File: src/rtl/dmem_pkg.sv
// rtl/dmem_pkg.sv - shared types and constants for the data-memory arbiter
package dmem_pkg;

  localparam int DMEM_DATA_W = 32;

  typedef enum logic {
    ARB_RR     = 1'b0,
    ARB_LOCKED = 1'b1
  } arb_state_t;

endpackage

File: src/rtl/rr_arbiter.sv
// rtl/rr_arbiter.sv - combinational round-robin pick starting just after ptr
module rr_arbiter #(
  parameter int N  = 4,
  parameter int PW = $clog2(N)
) (
  input  logic [N-1:0]  eligible,
  input  logic [PW-1:0] ptr,
  output logic [N-1:0]  grant
);

  logic [PW-1:0] idx;

  // Walk from farthest to nearest so the nearest eligible index is the last write.
  always_comb begin
    grant = '0;
    idx   = '0;
    for (int i = N; i >= 1; i--) begin
      idx = PW'((int'(ptr) + i) % N);
      if (eligible[idx]) begin
        grant      = '0;
        grant[idx] = 1'b1;
      end
    end
  end

endmodule

File: src/rtl/dmem_arbiter.sv
// rtl/dmem_arbiter.sv - independent write/read round-robin arbiters onto a 1R1W data memory
// Define DMEM_ARB_LOCK_EN to enable grant locking through req_lock.
module dmem_arbiter
  import dmem_pkg::*;
#(
  parameter int NUM_REQ  = 4,
  parameter int memDepth = 12
) (
  input  logic                                   clk,
  input  logic                                   RESET,
  input  logic [NUM_REQ-1:0]                     req_valid,
  input  logic [NUM_REQ-1:0]                     req_we,
  input  logic [NUM_REQ-1:0][memDepth-1:0]       req_addr,
  input  logic [NUM_REQ-1:0][DMEM_DATA_W-1:0]    req_wdata,
  input  logic [NUM_REQ-1:0]                     req_lock,
  output logic [NUM_REQ-1:0]                     req_ready,
  output logic [NUM_REQ-1:0]                     rsp_valid,
  output logic [DMEM_DATA_W-1:0]                 rsp_data,
  output logic [memDepth-1:0]                    mem_InAddress,
  output logic [DMEM_DATA_W-1:0]                 mem_DataIn,
  output logic                                   mem_WE,
  output logic [memDepth-1:0]                    mem_OutAddress,
  input  logic [DMEM_DATA_W-1:0]                 mem_DataOut
);

  localparam int PW = $clog2(NUM_REQ);
`ifdef DMEM_ARB_LOCK_EN
  localparam bit LOCK_EN = 1'b1;
`else
  localparam bit LOCK_EN = 1'b0;
`endif

  logic [NUM_REQ-1:0]            lock_vec;
  logic [1:0][NUM_REQ-1:0]       elig;
  logic [1:0][NUM_REQ-1:0]       grant;
  logic [1:0][PW-1:0]            gidx;

  assign lock_vec = LOCK_EN ? req_lock : '0;
  assign elig[0]  = req_valid & req_we;
  assign elig[1]  = req_valid & ~req_we;

  // Arbiter 0 serves writes, arbiter 1 serves reads; ptr_q always holds the last grantee.
  for (genvar k = 0; k < 2; k++) begin : g_arb
    arb_state_t          state_q, state_d;
    logic [PW-1:0]       ptr_q, ptr_d, idx;
    logic [NUM_REQ-1:0]  rr_grant, gnt;

    rr_arbiter #(.N(NUM_REQ), .PW(PW)) u_rr (
      .eligible (elig[k]),
      .ptr      (ptr_q),
      .grant    (rr_grant)
    );

    always_comb begin
      gnt = rr_grant;
      if (state_q == ARB_LOCKED && elig[k][ptr_q] && lock_vec[ptr_q]) begin
        gnt        = '0;
        gnt[ptr_q] = 1'b1;
      end
      if (!RESET) gnt = '0;
      idx = ptr_q;
      for (int i = 0; i < NUM_REQ; i++) begin
        if (gnt[i]) idx = PW'(i);
      end
      ptr_d   = idx;
      state_d = (|gnt && lock_vec[idx]) ? ARB_LOCKED : ARB_RR;
    end

    always_ff @(posedge clk) begin
      if (!RESET) begin
        state_q <= ARB_RR;
        ptr_q   <= PW'(NUM_REQ - 1);
      end else begin
        state_q <= state_d;
        ptr_q   <= ptr_d;
      end
    end

    assign grant[k] = gnt;
    assign gidx[k]  = idx;
  end

  assign req_ready      = grant[0] | grant[1];
  assign mem_WE         = |grant[0];
  assign mem_InAddress  = req_addr[gidx[0]];
  assign mem_DataIn     = req_wdata[gidx[0]];
  assign mem_OutAddress = req_addr[gidx[1]];

  logic [NUM_REQ-1:0]     rsp_valid_q, rsp_valid_d;
  logic                   byp_q, byp_d;
  logic [DMEM_DATA_W-1:0] byp_data_q, byp_data_d;

  // Same-address write in the read's grant cycle: memory returns stale data, so forward.
  always_comb begin
    rsp_valid_d = grant[1];
    byp_d       = mem_WE && (|grant[1]) && (mem_InAddress == mem_OutAddress);
    byp_data_d  = mem_DataIn;
  end

  always_ff @(posedge clk) begin
    if (!RESET) begin
      rsp_valid_q <= '0;
      byp_q       <= 1'b0;
      byp_data_q  <= '0;
    end else begin
      rsp_valid_q <= rsp_valid_d;
      byp_q       <= byp_d;
      byp_data_q  <= byp_data_d;
    end
  end

  assign rsp_valid = RESET ? rsp_valid_q : '0;
  assign rsp_data  = byp_q ? byp_data_q : mem_DataOut;

endmodule

File: config.mk
export PLATFORM = sky130hd
export DESIGN_NAME = dmem_arbiter
export DESIGN_NICKNAME = d
export VERILOG_FILES = /design/src/rtl/dmem_pkg.sv /design/src/rtl/rr_arbiter.sv /design/src/rtl/dmem_arbiter.sv
export SDC_FILE = /design/constraint.sdc
export NUM_CORES = 1
export LEC_CHECK = 0
export ABC_CLOCK_PERIOD_IN_PS = 6760
export BUFFER_PORTS_ARGS = -buffer_cell sky130_fd_sc_hd__clkbuf_2
export CELL_PAD_IN_SITES_DETAIL_PLACEMENT = 0
export CELL_PAD_IN_SITES_GLOBAL_PLACEMENT = 2
export CORE_MARGIN = 2
export CORE_UTILIZATION = 23
export DETAILED_ROUTE_END_ITERATION = 10
export GPL_TIMING_DRIVEN = 0
export PLACE_DENSITY_LB_ADDON = 0.1
export SETUP_SLACK_MARGIN = 0.5
export SLEW_MARGIN = 5
export SYNTH_ARGS = -nofsm -noshare
export SYNTH_HDL_FRONTEND = slang
export SYNTH_HIERARCHICAL = 1
export SYNTH_SLANG_ARGS = --single-unit
File: constraint.sdc
create_clock -name clk -period 6.76 [get_ports clk]
set_clock_uncertainty 0.15 [all_clocks]
set_input_delay 0.338 -clock clk [delete_from_list [all_inputs] [get_ports clk]]
set_output_delay 0.338 -clock clk [all_outputs]
set_load 0.005 [all_outputs]
==> results.yml, run 1 <==
worst_setup_path:
  cp_data_arrival_time_ns: 4.44
  endpoint_kind: "output port"
  path_cells: "buf_6 -> inv_1 -> ha_1 -> mux4_2 -> inv_1 -> o22ai_1 -> a31oi_1 -> nor2b_1 -> o21ai_4 -> nand2_4 -> buf_6 -> clkbuf_1 -> mux4_2 -> clkbuf_2"
  max_stage_delay_ns: 0.60
  rr_worst_depth: 14
  start_kind: "flop"
  worst-path-buf-inv: 6
  crit_fanout: 10
  cp_slowest_cell: "mux4_2"
  cp_top_family: "buffers and inverters"
  crit_type: "reg2out"
  timing.rr.start: "g_arb[0].ptr_q[0]"
  rr_endpoint: "byp_data_q[20]"
  cp.required_ns: 6.27
  rrSetupSlack_ns: 2.31
clocking:
  insertion_delay_ns: 0.28
  clkSlewWorstSetupHoldPaths_ns: 0.06
  cts.sinks: 41
  clock_path_buffers: 2
  cts_tree: "built"
  numCtsBuffers: 5
  cts_setup_buffers: 0
  h-tree-depth: 2
  clock-root-buffer: "clkbuf_16"
  holdBufCountCts: 0
  cts_resized: 0
power_and_ir_drop:
  vdd_drop_max_uv: 248
  combPwrFrac: 0.778
  internal_power_uw: 1610
  p_sw_frac: 0.433
  leakage_uw: 0.00282
  p_sw_uw: 1230
  seqPwrFrac: 0.139
  pwr_density_cell_nw_per_um2: 481
  p_clk_frac: 0.083
sta:
  slew_viol_final: 0
  fin_crit_ns: 4.93
  hold_viol: 0
  setup_viol: 0
  final.period_utilization: 0.729
  whs_ns: 0.325
  fin_tns_setup_ns: 0
  relSlewSlack: 0.566
  grt_setup_unrepaired: "no"
  clock.fmax_mhz: 203
  worstMarginPinSlew_ns: 0.651
logic_synthesis:
  synth-seq-cells: 41
  ys_top_cells_by_area: "mux4_2 36%, dfxtp_1 21%, mux2_2 9.2%"
  synth_nets: 563
  ys_types: 38
  synthCells: 329
  yosys_warnings: 6
  syn_area_per_cell_um2: 11.9
  synth.top_cell.area_share: 0.356
  synth-seq-area-share: 0.209
  yosysTopAreaCell: "mux4_2"
  syn_area_um2: 3920
routing:
  vias: 4166
  wl_per_cell_um: 19.4
  firstDrtPassIters: 4
  antenna_left: 0
  drt_drc_violations_left: 0
  first_iter_violations: 136
  drt-total-wl_um: 16900
  routed_via_density: 4.78
finish:
  num_antenna_cells: 0
  area_growth_pct: 50.8
  drive_above_1_share: 0.670
  fillCellCount: 1779
  fin_nets: 884
  finalInstanceArea_um2: 5910
floorplanning:
  start_util: 0.236
  core_um2: 16600
  fp.dieH_um: 135
  rows: 47
  io_pins: 319
  dieArea_um2: 18100
  die_w_um: 135
worst_hold_path:
  min_path_cells: 4
  min_from: "RESET"
  min_path_type: "in2reg"
  min_to: "g_arb[0].ptr_q[0]"
placement:
  portBuffers: 314
  place_hpwl_um: 14800
  placed_cell_area_um2: 5770
  gp_congestion: 0.780
flow_run:
  cap_violations: 0
grt:
  grt_pass1_wl_um: 24600
  gr-total-overflow: 0
  antenna_found_initial: 0
  grtUsageTotal: 0.179
  grt_pass1_vias: 4240
  grt_max_degree: 14
outcome:
  status: "complete, no violations"
==> flip-flops by register name (all words and copies together), names as in the netlist <==
register     count
rsp_valid_q      4
byp_data_q      32
byp_q            1
g_arb.ptr_q      4
==> power by group through the flow <==
stage	Combinational [µW]	Sequential [µW]	Clock, µW
after CTS	2270	399	244
after detailed placement	2260	404	0
after global routing	2430	410	256
after global placement	2250	402	0
after floorplan	1490	385	0
final	2210	397	236
==> cell usage in the layout, fill, tap and decap left out, drive strengths merged, types with 8 or more instances in the layout <==
cell      n
mux4     64
xnor2    12
clkbuf  328
and2     44
mux2i     8
ha       12
o22ai    10
buf      13
nand2    25
dfxtp    41
mux2     32
nor2b    10
==> cell families after synthesis <==
logic type      Yosys count  synth area share
mux                     104             0.482
xor+xnor                 12            0.0268
flops                    41             0.209
fa+ha+maj                12            0.0383
buf+inv                  30            0.0380
compound gates           34            0.0638
simple gates             96             0.142
==> through the flow <==
stage          total power, µW  setup slack [ns]   util  std cells
4_1_cts                   2910              1.74  0.355        871
5_1_grt                   3100              1.52  0.355        871
2_1_floorplan             1870              2.84      -        329
6_report                  2840              1.83  0.355        871
3_3_place_gp              2650              2.11  0.347        863
3_5_place_dp              2660              2.07  0.347        863
==> worst max path at each step <==
stage / to / cells past startpoint / start / slack [ns]
after floorplan: byp_q / 14 / g_arb[1].ptr_q[0] / 2.84
after global placement: mem_DataIn[20] / 14 / g_arb[0].ptr_q[0] / 2.11
after detailed placement: mem_DataIn[20] / 14 / g_arb[0].ptr_q[0] / 2.07
after CTS: mem_DataIn[20] / 14 / g_arb[0].ptr_q[0] / 1.74
after global routing: mem_DataIn[20] / 14 / g_arb[0].ptr_q[0] / 1.52
final: mem_DataIn[20] / 14 / g_arb[0].ptr_q[0] / 1.83
==> worst reg2reg max path, cell delays in order, from the launching register on <==
cell	delay, ns
dfxtp_1	0.47
buf_6	0.19
inv_1	0.07
ha_1	0.40
mux4_2	0.60
inv_1	0.12
o22ai_1	0.08
a31oi_1	0.34
nor2b_1	0.28
o21ai_4	0.08
nand2_4	0.19
buf_6	0.22
clkbuf_1	0.53
mux4_2	0.46
and2_1	0.18
==> metal layers <==
| metal | share of wire | track usage | up-vias |
|---|---|---|---|
| met1 | 0.40 | 0.214 | 2013 |
| met3 | 0.072 | 0.0390 | 12 |
| li1 | - | - | 1927 |
| met4 | 0.013 | 0.0380 | 0 |
| met2 | 0.52 | 0.328 | 214 |
| met5 | 0 | 0 | - |
==> cell type report <==
cell class,count,area (µm²),share of cell area
multi-input cells,258,2950,0.499
repair buffers,314,1570,0.266
flip-flops and latches,41,821,0.139
well taps,220,275,0.0466
clock buffers,5,125,0.0212
plain buffers,22,119,0.0201
inverters,8,30.0,0.00508
clock inverters,3,17.5,0.00296
==> Yosys cell counts <==
| master | number |
|---|---|
| o41a_1 | 1 |
| nand2b_1 | 6 |
| o31ai_2 | 2 |
| nor4_2 | 1 |
| a211oi_1 | 2 |
| o22ai_2 | 1 |
| buf_4 | 2 |
| nand2_1 | 23 |
| xnor2_1 | 12 |
| nand2_2 | 1 |
| nor2b_4 | 1 |
| o22ai_1 | 9 |
| a21oi_2 | 1 |
| ha_1 | 12 |
| buf_1 | 3 |
| nor2b_2 | 1 |
| or4_1 | 1 |
| mux4_2 | 62 |
| a31oi_1 | 6 |
| dfxtp_1 | 41 |
| o21ai_1 | 5 |
| o21a_1 | 5 |
| inv_1 | 7 |
| clkinv_1 | 1 |
| mux2_2 | 32 |
| mux2i_1 | 8 |
| o21ai_0 | 1 |
| and2_1 | 44 |
| nand4_1 | 3 |
| nor2b_1 | 8 |
| buf_6 | 3 |
| clkbuf_1 | 9 |
| nand2_4 | 1 |
| o21ai_4 | 1 |
| mux4_1 | 2 |
| nor2_1 | 2 |
| nand3_1 | 4 |
| buf_2 | 5 |
Power figures use the tool's default switching activity.
==> inputs of run 2 (changes only) <==
--- a/config.mk
+++ b/config.mk
@@ -5,12 +5,13 @@
 export SDC_FILE = /design/constraint.sdc
 export NUM_CORES = 1
 export LEC_CHECK = 0
-export ABC_CLOCK_PERIOD_IN_PS = 6760
+export ABC_AREA = 1
+export ABC_CLOCK_PERIOD_IN_PS = 4490
 export BUFFER_PORTS_ARGS = -buffer_cell sky130_fd_sc_hd__clkbuf_2
 export CELL_PAD_IN_SITES_DETAIL_PLACEMENT = 0
 export CELL_PAD_IN_SITES_GLOBAL_PLACEMENT = 2
 export CORE_MARGIN = 2
-export CORE_UTILIZATION = 23
+export CORE_UTILIZATION = 19
 export DETAILED_ROUTE_END_ITERATION = 10
 export GPL_TIMING_DRIVEN = 0
 export PLACE_DENSITY_LB_ADDON = 0.1
==> constraint.sdc (replaced) <==
create_clock -name clk -period 4.49 [get_ports clk]
set_clock_uncertainty 0.15 [all_clocks]
set_input_delay 0.2245 -clock clk [delete_from_list [all_inputs] [get_ports clk]]
set_output_delay 0.2245 -clock clk [all_outputs]
set_load 0.005 [all_outputs]
==> run 2 against run 1 <==
Global-route usage grew 0.93 points. Critical endpoint is now mem_OutAddress[8]. Cell count grew 84%. Synthesized area grew 35%. Via count grew 64%. Worst setup slack lost 0.99 ns. Highest routed layer is now met5.
==> results.yml, run 2 <==
logic_synthesis:
  syn_area_per_cell_um2: 5.86
  yosys_warnings: 6
  synth_edf_count: 0
  ys.flop_type: "dfxtp_1"
  post-synth-top-count-cell: "nand2_1"
  synth-seq-cells: 41
  synthTopCellsByCount: "279 x nand2_1, 112 x nand3_1, 81 x inv_1"
  synthArstFlopShare: 0
  synthCells: 904
  ys_types: 30
  synth_nets: 1138
  synth.top_cell.area_share: 0.198
  synth-seq-area-share: 0.155
  yosysTopAreaCell: "nand2_1"
  ys_top_cells_by_area: "nand2_1 20%, dfxtp_1 15%, nand3_1 11%"
  syn_area_um2: 5300
clocking:
  holdBufCountCts: 0
  numCtsBuffers: 5
  insertion_delay_ns: 0.30
  cts_tree: "built"
  clock-root-buffer: "clkbuf_16"
  cts.sinks: 41
  clkSlewWorstSetupHoldPaths_ns: 0.07
  clock_path_buffers: 2
  h-tree-depth: 2
finish:
  final_common_cell: "clkbuf_2"
  fin_cells: 1604
  fin_nets: 1459
  area_growth_pct: 41.7
  largest_reg_flops: 32
  largestRegisters: "byp_data_q x32, g_arb.ptr_q x4, rsp_valid_q x4"
  top_register: "byp_data_q"
  fillCellCount: 3300
  most-common-layout-cells: "317 x clkbuf_2, 279 x nand2_1, 112 x nand3_1, 81 x inv_1, 76 x nor2_1"
  num_antenna_cells: 0
  drive_above_1_share: 0.378
power_and_ir_drop:
  vdd_drop_max_uv: 343
  pwr_density_cell_nw_per_um2: 1010
  leakage_uw: 0.00439
sta:
  grt_setup_unrepaired: "no"
  hold_viol: 0
  fin_crit_ns: 3.66
  fin_tns_setup_ns: 0
  clock.fmax_mhz: 274
  whs_ns: 0.0763
  setup_viol: 0
  relSlewSlack: 0.527
  worstMarginPinSlew_ns: 0.710
  final.period_utilization: 0.814
  slew_viol_final: 0
grt:
  use_met2: 0.344
  grtUsageTotal: 0.188
  grt_max_degree: 14
  antenna_found_initial: 2
  grt_pass1_wl_um: 41200
  grt_util_met3: 0.0375
  grt_busiest_layer: "met2"
  gr-total-overflow: 0
  met1_usage: 0.227
  grt_pass1_vias: 6818
placement:
  placed_cells: 1595
  gp_congestion: 0.778
  place_hpwl_um: 23400
  portBuffers: 313
worst_setup_path:
  crit_fanout: 10
  start_kind: "flop"
  max_stage_delay_ns: 0.57
  cp.required_ns: 4.12
  cp_common_cell: "nand2_1"
  path_cells: "inv_2 -> ha_1 -> inv_1 -> nand3_2 -> nand3_1 -> nand2_1 -> clkinv_1 -> nand2_1 -> nand2_1 -> nand2_1 -> nand2_4 -> inv_4 -> nor2_4 -> nand2_2 -> nand2_4 -> buf_2 -> o211ai_1 -> nand2_1 -> clkbuf_2"
  cp_data_arrival_time_ns: 3.28
  cp_slowest_cell: "dfxtp_1"
  crit_type: "reg2out"
  worst-path-buf-inv: 6
  cp_top_family: "simple AND/OR/NAND/NOR gates"
  endpoint_kind: "output port"
routing:
  routed_via_density: 4.26
  drt_drc_violations_left: 0
  first_iter_violations: 309
  vias: 6827
  drt-total-wl_um: 28700
  antenna_left: 0
  wl_per_cell_um: 17.9
  firstDrtPassIters: 6
floorplanning:
  die_w_um: 171
  core_um2: 27600
  rows: 61
  start_util: 0.192
  dieArea_um2: 29200
  fp.dieH_um: 171
  io_pins: 319
worst_hold_path:
  min_path_type: "in2reg"
flow_run:
  cap_violations: 0
outcome:
  status: "complete, no violations"
[run 2: changes by cell type after synthesis, sizes merged, moves of 10 or more]
| cell | change |
|---|---|
| a21oi | +35 |
| o21bai | +32 |
| nand2 | +294 |
| nor2b | -10 |
| nand3 | +117 |
| buf | +28 |
| o22ai | -10 |
| inv | +83 |
| and2 | -44 |
| xnor2 | -12 |
| nor2 | +76 |
| mux4 | -64 |
| o21ai | +75 |
[run 2: repair_timing]
action | in CTS | in global routing
gates resized for setup | 1 | 14
endpoints found under the hold margin | 0 | 0
setup endpoints to repair | 30 | 32
buffers inserted | 0 | 1
[run 2: layer usage]
metal / up-vias / routed length [µm]
li1: 3559 / -
met1: 3012 / 12300
met2: 230 / 14000
met3: 22 / 1990
met4: 4 / 356
met5: - / 23
[run 2: worst reg2reg max path, cell delays in order, from the launching register on]
cell	delay (ns)
dfxtp_1	0.57
inv_2	0.17
ha_1	0.42
inv_1	0.10
nand3_2	0.14
nand3_1	0.12
nand2_1	0.05
inv_1	0.05
nand2_1	0.04
nand2_1	0.05
nand2_1	0.12
nand2_8	0.15
clkbuf_1	0.44
nand3_1	0.16
nand3_2	0.11
nand2_2	0.07
a21oi_1	0.18
nand2_1	0.08
nor2_1	0.09
nand2_1	0.07
nor2_1	0.11
[run 2: worst paths after layout]
path,start,end,slack [ns],cells after the start
worst max-delay path,g_arb[1].ptr_q[0],mem_OutAddress[8],0.83,19
worst min-delay path,req_wdata[112],byp_data_q[16],0.08,3
worst max register to register,g_arb[1].ptr_q[0],byp_q,1.01,20
worst min register to register,g_arb[0].ptr_q[1],g_arb[0].ptr_q[1],0.82,5
[run 2: power by group]
group          total, µW  internal (µW)  switching [µW]
registers            601            517            83.8
clock network        389            205             184
logic               6620           2400            4220
[run 2: final cells by class]
type	instances	area, µm²	area share
flip-flops and latches	41	826	0.110
multi-input cells	718	3770	0.502
plain buffers	51	365	0.0487
well taps	378	473	0.0630
clock inverters	3	17.5	0.00233
inverters	94	358	0.0477
clock buffers	5	125	0.0167
repair buffers	314	1570	0.210
[run 2: kinds of logic after synthesis]
kind of cell	share of synthesized area
AND/OR/NAND/NOR	0.444
flip-flops	0.155
buffers and inverters	0.134
AO/OA/AOI/OAI	0.171
adder cells (fa/ha/maj)	0.0283
multiplexers	0.0680
[run 2: metrics by stage]
step	power (µW)	instance area (µm²)	worst slack, ns	util
global placement	7360	7340	0.722	0.266
global route	8530	7510	0.523	0.272
CTS	7740	7480	0.546	0.271
floorplan	4840	5300	1.56	-
finish	7610	7510	0.835	0.272
detailed placement	7320	7340	0.773	0.266
